--- src/rtl/seqdet_pattern_src.sv ---
// Serial pattern source for seqdet: one-entry load buffer feeding an MSB-first shifter.
// Words run once or circulate; a pending word takes over only at a word boundary.
module seqdet_pattern_src #(
    parameter int WIDTH = 24
) (
    input  logic             clk_i,
    input  logic             rst_ni,
    input  logic             load_valid_i,
    output logic             load_ready_o,
    input  logic [WIDTH-1:0] load_data_i,
    input  logic             load_mode_i,
    input  logic             flush_i,
    output logic             x_o,
    output logic             x_valid_o,
    output logic             word_done_o,
    output logic             busy_o
);

    localparam int              CNT_W = (WIDTH > 2) ? $clog2(WIDTH) : 1;
    localparam logic [CNT_W-1:0] LAST = CNT_W'(WIDTH - 1);

    typedef enum logic {
        IDLE  = 1'b0,
        SHIFT = 1'b1
    } state_e;

    state_e             state_q;
    logic [WIDTH-1:0]   sr_q;
    logic [WIDTH-1:0]   hold_q;
    logic [CNT_W-1:0]   cnt_q;
    logic               hold_mode_q;
    logic               hold_full_q;
    logic               mode_q;

    logic               accept_d;
    logic               last_bit_d;
    logic [WIDTH-1:0]   sr_shift_d;

    assign accept_d   = load_valid_i & ~hold_full_q;
    assign last_bit_d = (state_q == SHIFT) && (cnt_q == LAST);
    // Circulating words feed the MSB back in, so WIDTH shifts restore the word.
    assign sr_shift_d = {sr_q[WIDTH-2:0], mode_q & sr_q[WIDTH-1]};

    always_ff @(posedge clk_i or negedge rst_ni) begin
        if (!rst_ni) begin
            state_q     <= IDLE;
            sr_q        <= '0;
            hold_q      <= '0;
            cnt_q       <= '0;
            hold_mode_q <= 1'b0;
            hold_full_q <= 1'b0;
            mode_q      <= 1'b0;
        end else if (flush_i) begin
            state_q     <= IDLE;
            sr_q        <= '0;
            cnt_q       <= '0;
            hold_full_q <= 1'b0;
        end else begin
            // Accept needs an empty buffer, so it never collides with a transfer out of it.
            if (accept_d) begin
                hold_q      <= load_data_i;
                hold_mode_q <= load_mode_i;
                hold_full_q <= 1'b1;
            end
            case (state_q)
                IDLE: begin
                    if (hold_full_q) begin
                        sr_q        <= hold_q;
                        mode_q      <= hold_mode_q;
                        cnt_q       <= '0;
                        hold_full_q <= 1'b0;
                        state_q     <= SHIFT;
                    end
                end
                SHIFT: begin
                    if (cnt_q != LAST) begin
                        sr_q  <= sr_shift_d;
                        cnt_q <= cnt_q + 1'b1;
                    end else if (hold_full_q) begin
                        sr_q        <= hold_q;
                        mode_q      <= hold_mode_q;
                        cnt_q       <= '0;
                        hold_full_q <= 1'b0;
                    end else if (mode_q) begin
                        sr_q  <= sr_shift_d;
                        cnt_q <= '0;
                    end else begin
                        sr_q    <= '0;
                        cnt_q   <= '0;
                        state_q <= IDLE;
                    end
                end
                default: state_q <= IDLE;
            endcase
        end
    end

    // All outputs are simple gates on flops, so seqdet sees glitch-free timing.
    assign x_o          = (state_q == SHIFT) & sr_q[WIDTH-1];
    assign x_valid_o    = (state_q == SHIFT);
    assign word_done_o  = last_bit_d;
    assign load_ready_o = ~hold_full_q;
    assign busy_o       = (state_q == SHIFT) | hold_full_q;

endmodule
--- config.mk ---
export PLATFORM = sky130hd
export DESIGN_NAME = seqdet_pattern_src
export DESIGN_NICKNAME = d
export VERILOG_FILES = /design/src/rtl/seqdet_pattern_src.sv
export SDC_FILE = /design/constraint.sdc
export NUM_CORES = 1
export LEC_CHECK = 0
export ABC_AREA = 1
export BUFFER_PORTS_ARGS = -buffer_cell sky130_fd_sc_hd__buf_4
export CORE_MARGIN = 2
export CORE_UTILIZATION = 60
export DETAILED_ROUTE_END_ITERATION = 8
export GPL_TIMING_DRIVEN = 0
export PLACE_DENSITY = 0.87
export SETUP_SLACK_MARGIN = 0.05
export SYNTH_ARGS = -nofsm -noshare
export SYNTH_HDL_FRONTEND = slang
export SYNTH_SLANG_ARGS = --single-unit
--- constraint.sdc ---
create_clock -name clk_i -period 3.89 [get_ports clk_i]
set_clock_uncertainty 0.2 [all_clocks]
set_input_delay 0.1945 -clock clk_i [delete_from_list [all_inputs] [get_ports clk_i]]
set_output_delay 0.1945 -clock clk_i [all_outputs]
set_load 0.01 [all_outputs]
==> impl_table.tex, run 1 <==
\begin{tabular}{lr}
\hline
Metric & Value \\
\hline
\multicolumn{2}{l}{\textbf{Cells and area}} \\
Multi-input logic area & 930.9 um\^{}2 \\
Layout cell share with drive strength beyond 1 & 16.79\% \\
Post-Layout Inst Area & 0.003495 mm\^{}2 \\
Most common cell after layout, fill and taps aside & sky130\_fd\_sc\_hd\_\_nand2\_1 \\
Layout Area Growth over Synthesis & 27.42\% \\
Sequential cell area in the final layout & 0.001426 mm\^{}2 \\
\# diodes & 0 \\
Fillcell total & 301 \\
Top library cells by usage in the layout, fill and taps aside & sky130\_fd\_sc\_hd\_\_nand2\_1, sky130\_fd\_sc\_hd\_\_inv\_1, sky130\_fd\_sc\_hd\_\_dfrtp\_1 \\
Layout Nets & 439 \\
\multicolumn{2}{l}{\textbf{Clock tree}} \\
Clock tree from TritonCTS & built \\
Clock-pin slew on the worst setup and hold paths & 0.06 ns \\
Max H-tree Level & 3 \\
Count of clock tree sinks & 57 \\
Post-CTS setup buffers & 0 \\
Clock buffer count from CTS & 9 \\
Number of buffers on the longest clock path & 2 \\
Post-CTS Hold Buffers & 27 \\
Clock insertion delay at the later pin of the skew report & 0.33 ns \\
Count of cells resized by post-cts repair & 0 \\
Clk root buf & sky130\_fd\_sc\_hd\_\_clkbuf\_8 \\
\multicolumn{2}{l}{\textbf{Timing}} \\
Count of endpoints failing setup in the final report & 0 \\
Slew of the pin with the lowest slew margin & 0.6991 ns \\
Number of pins with negative max-slew slack in the final report & 0 \\
Time the worst path needs with I/O delays and setup & 1.963 ns \\
Relative slew slack & 53.39\% \\
Total negative setup slack & 0 ns \\
Final Hold Viols & 0 \\
Fmax achieved & 509.5 MHz \\
RSZ-0062 raised after global routing & false \\
Final critical-path share of the clock period & 50.46\% \\
\multicolumn{2}{l}{\textbf{Logic synthesis}} \\
Per-instance average area after synthesis & 8.114 um\^{}2 \\
Share of synthesized area occupied by flip-flops and latches & 52.01\% \\
Fraction of post-synthesis cell area in the top cell type by area & 52.01\% \\
Post-synthesis instance total & 338 \\
Synthesized net count & 368 \\
Cell type contributing the most total cell area after synthesis & sky130\_fd\_sc\_hd\_\_dfrtp\_1 \\
Number of storage elements in the synthesis netlist & 57 \\
Netlist Area Pre-Place & 0.002743 mm\^{}2 \\
Synth top area cells & sky130\_fd\_sc\_hd\_\_dfrtp\_1, sky130\_fd\_sc\_hd\_\_nand2\_1, sky130\_fd\_sc\_hd\_\_nand3\_1 \\
Syn. warnings & 0 \\
Number of distinct library cells after synthesis & 20 \\
\multicolumn{2}{l}{\textbf{Power}} \\
Proportion of total power due to net switching & 27.63\% \\
Max VDD drop & 0.2830 mV \\
Part of the power in registers & 48.4\% \\
Leakage power total & 1.849 nW \\
Combinational group share of total power & 18.6\% \\
Total internal power & 1.069 mW \\
PD cells & 422.7 mW/mm\^{}2 \\
Switching power & 0.4082 mW \\
Post-layout power & 1.477 mW \\
Clock power frac & 33.0\% \\
\multicolumn{2}{l}{\textbf{Die}} \\
Area of the core & 0.004384 mm\^{}2 \\
Die outline width & 71.61 um \\
Vertical die dimension & 71.61 um \\
I/O pin total & 34 \\
Starting density of the core & 62.56\% \\
Area of the die & 0.005128 mm\^{}2 \\
Floorplan row count & 24 \\
\multicolumn{2}{l}{\textbf{Placement}} \\
Detailed-placement wirelength estimate & 3.812 mm \\
Area post-placement & 0.003055 mm\^{}2 \\
GP Congestion & 0.8239 \\
Count of port buffers added during placement & 33 \\
\multicolumn{2}{l}{\textbf{Routing}} \\
Sum of met3 wire segment lengths after detailed routing & 341 um \\
Iteration count of the initial detailed-routing pass & 5 \\
Wire length per cell & 13.21 um \\
Via Count & 2382 \\
Detail Route met2 WL & 3.090 mm \\
Iter 0 DRT Violations & 262 \\
Final ANT Viol Nets & 0 \\
Routed met1 length & 2.628 mm \\
Top layer reached by signal wires & met4 \\
DRC viols & 0 \\
Final routed wirelength across all metal layers & 6.118 mm \\
Via density per instance & 5.145 \\
\multicolumn{2}{l}{\textbf{Flow run}} \\
Max-Cap Viols & 0 \\
\multicolumn{2}{l}{\textbf{Critical path}} \\
Critical path class & reg -> reg \\
Cell breakdown of the critical path & ha\_1 -> nand2\_1 -> inv\_1 -> nand3\_2 -> nand2\_1 -> buf\_6 -> nand2\_1 -> nand3\_1 -> nand2\_1 \\
CP arrival & 1.98 ns \\
Cell occurring most often along the worst timing path & sky130\_fd\_sc\_hd\_\_nand2\_1 \\
Largest incremental delay on the critical path & 0.40 ns \\
Crit path max fanout & 10 \\
CP required & 3.91 ns \\
Type of destination of the critical path & flip-flop \\
Slowest stage cell, crit path & sky130\_fd\_sc\_hd\_\_dfrtp\_1 \\
Crit path launch type & flip-flop \\
\multicolumn{2}{l}{\textbf{Global route}} \\
Final global-route overflow total & 0 \\
Number of global-route vias before repair & 2402 \\
Global-route wire length before repair & 10.43 mm \\
GRT Util Overall & 26.34\% \\
Pin count of the biggest net entering global routing & 58 \\
Number of antenna violations at the first check in global routing & 0 \\
\multicolumn{2}{l}{\textbf{Hold path}} \\
Worst min-delay path category & in -> reg \\
\multicolumn{2}{l}{\textbf{Run status}} \\
Run status & completed \\
\hline
\end{tabular}
-- through the flow --
step                      std cells  utilization (%)  setup slack (ns)  hold slack, ns
after floorplan                 338                -             2.276         -0.3011
after global placement          423            69.69             2.044         0.09195
after detailed placement        423            69.69             1.979         0.09043
after CTS                       463            79.71             1.921          0.1856
after global routing            463            79.71             1.777          0.3006
final                           463            79.71             1.927          0.2538
-- worst max-delay path, delay by kind of cell, from the launching register on --
| family | cells | cell delay (ns) |
|---|---|---|
| adders and majority gates | 1 | 0.19 |
| buffers and inverters | 2 | 0.33 |
| DFF | 1 | 0.40 |
| and+or+nand+nor | 6 | 0.73 |
-- state kept, by name (all words and copies together) (netlist names) --
name	cells
cnt_q	5
hold_full_q	1
hold_mode_q	1
hold_q	24
mode_q	1
sr_q	24
x_valid_o	1
-- cell families (layout without fill, tap and decap cells) --
logic type                 count (synthesis)  after routing  share of synthesized area (%)
and+or+nand+nor                          170            170                          27.01
buffers and inverters                     76            149                          14.05
AOI/OAI and AO/OA                         33             33                          6.159
adders and majority gates                  1              1                         0.4561
DFF                                       57             57                          52.01
xor gates and xnor gates                   1              1                         0.3194
-- power groups by stage --
stage	Sequential [mW]	Clock, mW	Combinational, mW
final	0.715	0.488	0.274
after detailed placement	0.724	0	0.250
after floorplan	0.713	0	0.172
after global placement	0.719	0	0.238
after CTS	0.715	0.490	0.275
after global routing	0.723	0.522	0.312
-- Yosys cell counts, drive strengths merged --
master,instances
xor2,1
ha,1
nand4,1
o21ai,5
inv,59
clkbuf,6
a21oi,27
clkinv,1
a22o,1
nand2,82
nand3,54
dfrtp,57
nor2,33
buf,10
-- layer usage --
layer / track usage, % / up-vias
li1: - / 1175
met1: 33.27 / 1122
met3: 7.454 / 9
met5: 0 / -
met4: 7.547 / 0
met2: 44.55 / 76
-- layout make-up --
cell class / count / share of cell area [%]
Timing Repair Buffer: 60 / 14.82
Tap cell: 52 / 1.862
Buffer: 16 / 4.583
Clock buffer: 13 / 4.834
Inverter: 60 / 6.445
Multi-Input combinational cell: 205 / 26.64
Sequential cell: 57 / 40.82
-- path summary, 6_finish.rpt --
path,depth (start not counted),slack (ns),from,endpoint
max in group asynchronous,2,2.77,rst_ni,hold_q[11]
min,4,0.25,load_valid_i,hold_q[1]
max reg2reg,9,1.93,cnt_q[0],sr_q[17]
min in group asynchronous,2,0.26,rst_ni,cnt_q[2]
min reg2reg,2,0.28,sr_q[20],sr_q[20]
max,9,1.93,cnt_q[0],sr_q[17]
(Power assumes the default switching activity.)
==> run 2, diff against run 1 <==
--- a/config.mk
+++ b/config.mk
@@ -5,13 +5,13 @@
 export SDC_FILE = /design/constraint.sdc
 export NUM_CORES = 1
 export LEC_CHECK = 0
-export ABC_AREA = 1
+export ABC_AREA = 0
 export BUFFER_PORTS_ARGS = -buffer_cell sky130_fd_sc_hd__buf_4
 export CORE_MARGIN = 2
-export CORE_UTILIZATION = 60
+export CORE_UTILIZATION = 51
 export DETAILED_ROUTE_END_ITERATION = 8
 export GPL_TIMING_DRIVEN = 0
-export PLACE_DENSITY = 0.87
+export PLACE_DENSITY = 0.8
 export SETUP_SLACK_MARGIN = 0.05
 export SYNTH_ARGS = -nofsm -noshare
 export SYNTH_HDL_FRONTEND = slang
==> constraint.sdc (replaced) <==
create_clock -name clk_i -period 1.6 [get_ports clk_i]
set_clock_uncertainty 0.2 [all_clocks]
set_input_delay 0.08 -clock clk_i [delete_from_list [all_inputs] [get_ports clk_i]]
set_output_delay 0.08 -clock clk_i [all_outputs]
set_load 0.01 [all_outputs]
==> run 2 against run 1 <==
  * The run now ends with negative setup slack left
  * Sequential cell count unchanged
  * Final area increased by 14%
  * Critical path type unchanged
  * Sequential power increased by 150%
  * Largest power group unchanged
  * Non-clock buffer count increased by 21
==> impl_table.tex, run 2 <==
\begin{tabular}{lr}
\hline
Metric & Value \\
\hline
\multicolumn{2}{l}{\textbf{Run status}} \\
Run status & finished, violations left \\
Failing checks & negative setup slack \\
\multicolumn{2}{l}{\textbf{Routing}} \\
Iter 0 DRT Violations & 80 (-69\%) \\
Final routed wirelength across all metal layers & 5.974 mm (-2.4\%) \\
Routed met1 length & 2.670 mm (+1.6\%) \\
Top layer reached by signal wires & met4 \\
Via Count & 1939 (-19\%) \\
Wire length per cell & 15.89 um (+20\%) \\
Iteration count of the initial detailed-routing pass & 4 (-1) \\
DRC viols & 0 (unchanged) \\
Detail Route met2 WL & 2.994 mm (-3.1\%) \\
Final ANT Viol Nets & 0 (unchanged) \\
Sum of met3 wire segment lengths after detailed routing & 251 um (-26\%) \\
Via density per instance & 5.157 (+0.24\%) \\
\multicolumn{2}{l}{\textbf{Critical path}} \\
Worst setup path end & sr\_q[13] \\
Crit path max fanout & 10 (unchanged) \\
Slowest stage cell, crit path & sky130\_fd\_sc\_hd\_\_dfrtp\_1 \\
Critical path class & reg -> reg \\
Cell breakdown of the critical path & ha\_4 -> nand4b\_4 -> o21ai\_4 -> buf\_12 -> mux2i\_1 -> o21ai\_2 \\
Largest incremental delay on the critical path & 0.40 ns (about the same) \\
Type of destination of the critical path & flip-flop \\
Timing startpoint of the critical path & cnt\_q[1] \\
Crit path launch type & flip-flop \\
Critical R2R Capture & sr\_q[13] \\
Worst R2R Setup Slack & -0.22 ns (-2.14 ns) \\
Cells on worst reg2reg path & 6 (-3) \\
CP arrival & 1.84 ns (-0.14 ns) \\
CP required & 1.63 ns (-2.28 ns) \\
Worst r2r src & cnt\_q[1] \\
\multicolumn{2}{l}{\textbf{Logic synthesis}} \\
Number of storage elements in the synthesis netlist & 57 (unchanged) \\
Adder-cell area share of the yosys netlist & 0.4760\% (+0.020 points) \\
Netlist Area Pre-Place & 0.002629 mm\^{}2 (-4.2\%) \\
Multiplexer area fraction after synthesis & 20.28\% (+20 points) \\
Count of flip-flops with a built-in enable after synthesis & 0 (unchanged) \\
Share of the synthesized netlist area taken by xor and xnor gates & 0.3332\% (+0.014 points) \\
Share of synthesized area occupied by flip-flops and latches & 54.26\% (+2.3 points) \\
Simple-Gate Fraction of Synth Area & 8.282\% (-19 points) \\
Share of synthesized registers carrying an async set or reset & 100.0\% (unchanged) \\
Cell type contributing the most total cell area after synthesis & sky130\_fd\_sc\_hd\_\_dfrtp\_1 \\
Area fraction in compound gates after synthesis & 11.57\% (+5.4 points) \\
Dominant cell by count in the synthesized netlist & sky130\_fd\_sc\_hd\_\_dfrtp\_1 \\
Post-synthesis instance total & 205 (-39\%) \\
Fraction of post-synthesis cell area in the top cell type by area & 54.26\% (+2.3 points) \\
Synthesized net count & 235 (-36\%) \\
Dominant combinational cell family by area after synthesis & multiplexers \\
Per-instance average area after synthesis & 12.82 um\^{}2 (+58\%) \\
Syn. warnings & 0 (unchanged) \\
Number of distinct library cells after synthesis & 35 (+75\%) \\
Top post-synthesis cells by count & sky130\_fd\_sc\_hd\_\_dfrtp\_1, sky130\_fd\_sc\_hd\_\_nand2\_1, sky130\_fd\_sc\_hd\_\_mux2i\_1 \\
Primary FF master, synth & sky130\_fd\_sc\_hd\_\_dfrtp\_1 \\
Synth top area cells & sky130\_fd\_sc\_hd\_\_dfrtp\_1, sky130\_fd\_sc\_hd\_\_mux2i\_1, sky130\_fd\_sc\_hd\_\_mux2\_2 \\
\multicolumn{2}{l}{\textbf{Cells and area}} \\
\# diodes & 0 (unchanged) \\
Layout cell share with drive strength beyond 1 & 49.35\% (+33 points) \\
Largest registers & hold\_q (24), sr\_q (24), cnt\_q (5) \\
Top library cells by usage in the layout, fill and taps aside & sky130\_fd\_sc\_hd\_\_dfrtp\_1, sky130\_fd\_sc\_hd\_\_buf\_4, sky130\_fd\_sc\_hd\_\_dlygate4sd3\_1 \\
Non-filler cells in the finished layout & 376 (-19\%) \\
Layout Area Growth over Synthesis & 50.98\% \\
Layout Nets & 331 (-25\%) \\
Most common cell after layout, fill and taps aside & sky130\_fd\_sc\_hd\_\_dfrtp\_1 \\
Fillcell total & 306 (+1.7\%) \\
Post-Layout Inst Area & 0.003969 mm\^{}2 (+14\%) \\
\multicolumn{2}{l}{\textbf{Placement}} \\
Cell total after placement & 307 (-27\%) \\
Detailed-placement wirelength estimate & 2.952 mm (-23\%) \\
Count of port buffers added during placement & 32 (-3.0\%) \\
GP Congestion & 0.7480 (-9.2\%) \\
Area post-placement & 0.003075 mm\^{}2 (+0.66\%) \\
\multicolumn{2}{l}{\textbf{Die}} \\
Area of the die & 0.005745 mm\^{}2 (+12\%) \\
Starting density of the core & 52.13\% (-10 points) \\
Die outline width & 75.80 um (+5.8\%) \\
Floorplan row count & 26 (+8.3\%) \\
I/O pin total & 34 (unchanged) \\
Area of the core & 0.005042 mm\^{}2 (+15\%) \\
Vertical die dimension & 75.80 um (+5.8\%) \\
\multicolumn{2}{l}{\textbf{Clock tree}} \\
Clock-pin slew on the worst setup and hold paths & 0.07 ns (about the same) \\
Max H-tree Level & 3 (unchanged) \\
Clk root buf & sky130\_fd\_sc\_hd\_\_clkbuf\_8 \\
Clock insertion delay at the later pin of the skew report & 0.34 ns (about the same) \\
Clock buffer count from CTS & 9 (unchanged) \\
Count of clock tree sinks & 57 (unchanged) \\
Clock tree from TritonCTS & built \\
Number of buffers on the longest clock path & 2 (unchanged) \\
\multicolumn{2}{l}{\textbf{Power}} \\
Max VDD drop & 0.6948 mV (+150\%) \\
Leakage power total & 1.971 nW (+6.6\%) \\
PD cells & 1040 mW/mm\^{}2 (+150\%) \\
Post-layout power & 4.129 mW (+180\%) \\
\multicolumn{2}{l}{\textbf{Timing}} \\
Final Hold Viols & 0 (unchanged) \\
Time the worst path needs with I/O delays and setup & 1.816 ns (-0.1467 ns) \\
Worst hold margin & 0.01820 ns (-0.2356 ns) \\
Count of endpoints failing setup in the final report & 52 (+52) \\
Number of pins with negative max-slew slack in the final report & 0 (unchanged) \\
Slew of the pin with the lowest slew margin & 0.7287 ns (+0.02959 ns) \\
Final critical-path share of the clock period & 113.5\% (+63 points) \\
Relative slew slack & 51.42\% (-2.0 points) \\
Fmax achieved & 550.6 MHz (+8.1\%) \\
RSZ-0062 raised after global routing & true \\
Worst setup margin & -0.2162 ns (-2.143 ns) \\
\multicolumn{2}{l}{\textbf{Hold path}} \\
Worst min-delay path category & in -> reg \\
Launch point of the worst hold path & flush\_i \\
\multicolumn{2}{l}{\textbf{Global route}} \\
Number of antenna violations at the first check in global routing & 0 (unchanged) \\
Global-route wire length before repair & 9.363 mm (-10\%) \\
Final global-route overflow total & 0 (unchanged) \\
GRT Util Overall & 22.69\% (-3.6 points) \\
Number of global-route vias before repair & 1976 (-18\%) \\
Pin count of the biggest net entering global routing & 58 (unchanged) \\
\multicolumn{2}{l}{\textbf{Flow run}} \\
Max-Cap Viols & 0 (unchanged) \\
\hline
\end{tabular}
==> run 2: cell types whose count changed in the layout (fill, tap and decap cells not counted), moves of 25 or more <==
cell,previous run,this run
sky130_fd_sc_hd__inv_1,59,1
sky130_fd_sc_hd__nand2_1,80,26
sky130_fd_sc_hd__nand3_1,51,2
sky130_fd_sc_hd__a21oi_1,27,2
sky130_fd_sc_hd__mux2_4,0,25
sky130_fd_sc_hd__nor2_1,30,5
==> run 2: cell type report <==
| type | instances | area [um^2] | area share [%] |
|---|---|---|---|
| Tap cell | 70 | 87.58 | 2.207 |
| Buffer | 11 | 142.6 | 3.594 |
| Sequential cell | 57 | 1429 | 36.00 |
| Inverter | 4 | 22.52 | 0.5675 |
| Timing Repair Buffer | 86 | 822.0 | 20.71 |
| Clock inverter | 5 | 78.83 | 1.986 |
| Clock buffer | 11 | 141.4 | 3.562 |
| Multi-Input combinational cell | 132 | 1245 | 31.37 |
==> run 2: report_power, final <==
group          internal (mW)  leakage (nW)  switching (mW)
Sequential              1.64         0.723           0.139
Clock                  0.917         0.113           0.584
Combinational          0.519          1.13           0.331
==> run 2: through the flow <==
stage                     TNS [ns]  util (%)  setup slack [ns]
after floorplan             -3.920         -           -0.1680
after global placement      -7.697     60.99           -0.2813
after detailed placement    -8.657     60.99           -0.2927
after CTS                   -6.320     77.39           -0.1860
after global routing        -9.080     78.71           -0.2716
final                       -6.160     78.71           -0.2162
==> run 2: timing repair <==
| action | in CTS | in global routing |
|---|---|---|
| resized for setup | 27 | 25 |
| hold buffers | 28 | 0 |
| buffers inserted | 19 | 6 |
| pin swaps | 3 | 7 |
| gates cloned | 3 | 0 |
| hold endpoints to repair | 90 | 0 |
| setup endpoints to repair | 55 | 57 |
==> run 2: layer usage <==
layer,vias to the layer above,GRT usage [%]
li1,921,-
met1,963,28.76
met2,48,36.69
met3,7,7.937
met4,0,7.018
met5,-,0
==> run 2: worst min path at each step <==
stage                  endpoint  slack (ns)  cells after the start
floorplan              cnt_q[0]       -0.42                      0
global placement      hold_q[6]       -0.01                      1
detailed placement    hold_q[4]       -0.01                      1
CTS                 hold_full_q       0.003                      3
global route        hold_full_q        0.02                      3
finish              hold_full_q        0.02                      3
==> run 2: cell families (layout without fill, tap and decap cells) <==
kind of cell,after synthesis,after routing
multiplexers,50,50
AO/OA/AOI/OAI,35,35
buffers and inverters,16,117
flip-flops,57,57
XOR/XNOR,1,1
adder cells (fa/ha/maj),1,1
AND/OR/NAND/NOR,45,45
==> run 2: critical path, delay by kind of cell, from the launching register on <==
family	cells	cell delay [ns]
buffers and inverters	1	0.18
AOI/OAI and AO/OA	2	0.32
and+or+nand+nor	1	0.15
DFF	1	0.40
muxes	1	0.25
adders and majority gates	1	0.18
==> run 3, diff against run 2 <==
--- a/config.mk
+++ b/config.mk
@@ -8,10 +8,11 @@
 export ABC_AREA = 0
 export BUFFER_PORTS_ARGS = -buffer_cell sky130_fd_sc_hd__buf_4
 export CORE_MARGIN = 2
-export CORE_UTILIZATION = 51
+export CORE_UTILIZATION = 30
+export CTS_CLUSTER_SIZE = 28
 export DETAILED_ROUTE_END_ITERATION = 8
 export GPL_TIMING_DRIVEN = 0
-export PLACE_DENSITY = 0.8
+export PLACE_DENSITY = 0.54
 export SETUP_SLACK_MARGIN = 0.05
 export SYNTH_ARGS = -nofsm -noshare
 export SYNTH_HDL_FRONTEND = slang
==> run 3 against run 2 <==
  * The run still ends with negative setup slack left
  * Largest power group unchanged
  * Final area rose by 5.0%
  * Highest routed layer unchanged
  * Die area rose by 66%
  * Clock power is 5% lower
==> impl_table.tex, run 3 (synthesis gave the netlist of run 2 again) <==
\begin{tabular}{lr}
\hline
Metric & Value \\
\hline
\multicolumn{2}{l}{\textbf{Timing}} \\
Fmax achieved & 565.6 MHz (+2.7\%) \\
Worst hold margin & 0.01505 ns (-0.003146 ns) \\
Count of endpoints failing setup in the final report & 42 (-19\%) \\
Number of pins with negative max-slew slack in the final report & 0 (unchanged) \\
Time the worst path needs with I/O delays and setup & 1.768 ns (-0.04827 ns) \\
RSZ-0062 raised after global routing & true \\
Worst setup margin & -0.1679 ns (+0.04827 ns) \\
Final critical-path share of the clock period & 110.5\% (-3.0 points) \\
Final Hold Viols & 0 (unchanged) \\
Relative slew slack & 50.33\% (-1.1 points) \\
Slew of the pin with the lowest slew margin & 0.7450 ns (+0.01628 ns) \\
\multicolumn{2}{l}{\textbf{Die}} \\
Area of the die & 0.009528 mm\^{}2 (+66\%) \\
Die outline width & 97.61 um (+29\%) \\
Area of the core & 0.008593 mm\^{}2 (+70\%) \\
Starting density of the core & 30.59\% (-22 points) \\
Floorplan row count & 34 (+31\%) \\
I/O pin total & 34 (unchanged) \\
Vertical die dimension & 97.61 um (+29\%) \\
\multicolumn{2}{l}{\textbf{Global route}} \\
Number of antenna violations at the first check in global routing & 0 (unchanged) \\
Global-route wire length before repair & 9.970 mm (+6.5\%) \\
Grt met2 use & 20.80\% (-16 points) \\
GRT Util Overall & 13.47\% (-9.2 points) \\
Number of global-route vias before repair & 1950 (-1.3\%) \\
Met3 routing resource usage after global routing & 3.885\% (-4.1 points) \\
Most used routing layer & met2 \\
Final global-route overflow total & 0 (unchanged) \\
Pin count of the biggest net entering global routing & 58 (unchanged) \\
GR met1 Demand/Resource & 17.53\% (-11 points) \\
\multicolumn{2}{l}{\textbf{Cells and area}} \\
Fillcell total & 785 (+160\%) \\
Largest registers & hold\_q (24), sr\_q (24), cnt\_q (5) \\
Layout Nets & 334 (+0.91\%) \\
Layout cell share with drive strength beyond 1 & 54.05\% (+4.7 points) \\
\# diodes & 0 (unchanged) \\
Layout Area Growth over Synthesis & 58.59\% \\
Most common cell after layout, fill and taps aside & sky130\_fd\_sc\_hd\_\_dfrtp\_1 \\
Top library cells by usage in the layout, fill and taps aside & sky130\_fd\_sc\_hd\_\_dfrtp\_1, sky130\_fd\_sc\_hd\_\_buf\_4, sky130\_fd\_sc\_hd\_\_dlygate4sd3\_1 \\
Multi-input logic area & 0.001353 mm\^{}2 (+8.6\%) \\
Sequential cell area in the final layout & 0.001429 mm\^{}2 (unchanged) \\
Non-filler cells in the finished layout & 417 (+11\%) \\
\multicolumn{2}{l}{\textbf{Power}} \\
PD cells & 993.2 mW/mm\^{}2 (-4.5\%) \\
Leakage power total & 1.961 nW (-0.51\%) \\
Max VDD drop & 0.4542 mV (-35\%) \\
\multicolumn{2}{l}{\textbf{Clock tree}} \\
Clock-pin slew on the worst setup and hold paths & 0.07 ns (about the same) \\
Max H-tree Level & 3 (unchanged) \\
Clk root buf & sky130\_fd\_sc\_hd\_\_clkbuf\_8 \\
Clock insertion delay at the later pin of the skew report & 0.33 ns (about the same) \\
Clock buffer count from CTS & 9 (unchanged) \\
Clock tree from TritonCTS & built \\
Number of buffers on the longest clock path & 2 (unchanged) \\
Count of clock tree sinks & 57 (unchanged) \\
\multicolumn{2}{l}{\textbf{Placement}} \\
Count of port buffers added during placement & 32 (unchanged) \\
Detailed-placement wirelength estimate & 3.429 mm (+16\%) \\
GP Congestion & 0.7209 (-3.6\%) \\
Cell total after placement & 345 (+12\%) \\
\multicolumn{2}{l}{\textbf{Routing}} \\
Final routed wirelength across all metal layers & 5.948 mm (-0.44\%) \\
Iteration count of the initial detailed-routing pass & 4 (unchanged) \\
Via Count & 1894 (-2.3\%) \\
Via density per instance & 4.542 (-12\%) \\
Iter 0 DRT Violations & 51 (-36\%) \\
DRC viols & 0 (unchanged) \\
Wire length per cell & 14.26 um (-10\%) \\
Final ANT Viol Nets & 0 (unchanged) \\
\multicolumn{2}{l}{\textbf{Run status}} \\
Failing checks & negative setup slack \\
Run status & finished, violations left \\
\multicolumn{2}{l}{\textbf{Critical path}} \\
CP required & 1.63 ns (about the same) \\
Crit path max fanout & 5 (-5) \\
Crit path launch type & flip-flop \\
CP arrival & 1.80 ns (-0.04 ns) \\
Type of destination of the critical path & flip-flop \\
Critical path class & reg -> reg \\
\multicolumn{2}{l}{\textbf{Hold path}} \\
Worst min-delay path category & in -> reg \\
\multicolumn{2}{l}{\textbf{Flow run}} \\
Max-Cap Viols & 0 (unchanged) \\
\hline
\end{tabular}
## run 3: cell types whose count changed in the layout (fill, tap and decap cells not counted), moves of 2 or more
cell | before | now
sky130_fd_sc_hd__buf_16 | 1 | 3
sky130_fd_sc_hd__buf_4 | 43 | 49
sky130_fd_sc_hd__buf_6 | 11 | 7
sky130_fd_sc_hd__buf_8 | 5 | 3
sky130_fd_sc_hd__clkbuf_8 | 10 | 12
sky130_fd_sc_hd__clkinvlp_4 | 0 | 2
sky130_fd_sc_hd__mux2i_1 | 20 | 10
sky130_fd_sc_hd__mux2i_2 | 4 | 8
sky130_fd_sc_hd__mux2i_4 | 0 | 6
## run 3: path summary, 6_finish.rpt
| kind | start | to | slack (ns) | cells past startpoint |
|---|---|---|---|---|
| max | cnt_q[0] | sr_q[10] | -0.17 | 7 |
| min | flush_i | hold_full_q | 0.02 | 3 |
| max reg2reg | cnt_q[0] | sr_q[10] | -0.17 | 7 |
| min reg2reg | sr_q[21] | sr_q[21] | 0.28 | 2 |
| max in group asynchronous | rst_ni | cnt_q[2] | 0.51 | 2 |
| min in group asynchronous | rst_ni | hold_q[8] | 0.14 | 2 |
## run 3: per-layer routing
metal  share of wire, %  routed length (um)  vias to the layer above
li1                   -                   -                      926
met1                 46                2716                      929
met2                 49                2929                       29
met3                3.2                 192                       10
met4                1.8                 110                        0
met5                  0                   0                        -
## run 3: stage by stage
| step | TNS [ns] | utilization (%) | power [mW] | area [um^2] | setup slack (ns) |
|---|---|---|---|---|---|
| after detailed placement | -10.71 | 36.34 | 2.441 | 3123 | -0.3934 |
| final | -4.097 | 48.51 | 4.141 | 4169 | -0.1679 |
| after global routing | -7.005 | 48.51 | 4.364 | 4169 | -0.2485 |
| after CTS | -5.305 | 47.26 | 4.138 | 4061 | -0.1830 |
| after floorplan | -3.920 | - | 2.233 | 2748 | -0.1680 |
| after global placement | -9.915 | 36.34 | 2.421 | 3123 | -0.3560 |
## run 3: timing repair
item                                    4_1_cts  5_1_grt
setup buffers                                22        4
pin swaps                                    11        7
gates cloned                                  4        0
resized for setup                            40       25
endpoints found under the setup margin       55       56
hold endpoints to repair                     88        0
hold buffers                                 28        0
## run 3: cell type report
| type | instances | area share [%] |
|---|---|---|
| timing repair buffer | 88 | 20.20 |
| inverter | 4 | 0.6603 |
| sequential | 57 | 34.27 |
| multi-input combinational | 132 | 32.44 |
| buffer | 12 | 4.022 |
| clock buffer | 12 | 3.962 |
| clock inverter | 4 | 1.200 |
| tap | 108 | 3.241 |
## run 3: critical path: stages, from the launching register on
cell                       delay (ns)
sky130_fd_sc_hd__dfrtp_1         0.39
sky130_fd_sc_hd__ha_4            0.17
sky130_fd_sc_hd__nand4b_4        0.12
sky130_fd_sc_hd__o21ai_4         0.20
sky130_fd_sc_hd__buf_6           0.16
sky130_fd_sc_hd__buf_16          0.14
sky130_fd_sc_hd__mux2i_4         0.23
sky130_fd_sc_hd__o21ai_2         0.06
## run 3: power by group
group	internal, mW	total [mW]	switching, mW
clock network	0.843	1.42	0.573
registers	1.64	1.80	0.163
logic	0.584	0.922	0.337
total	3.07	4.14	1.07
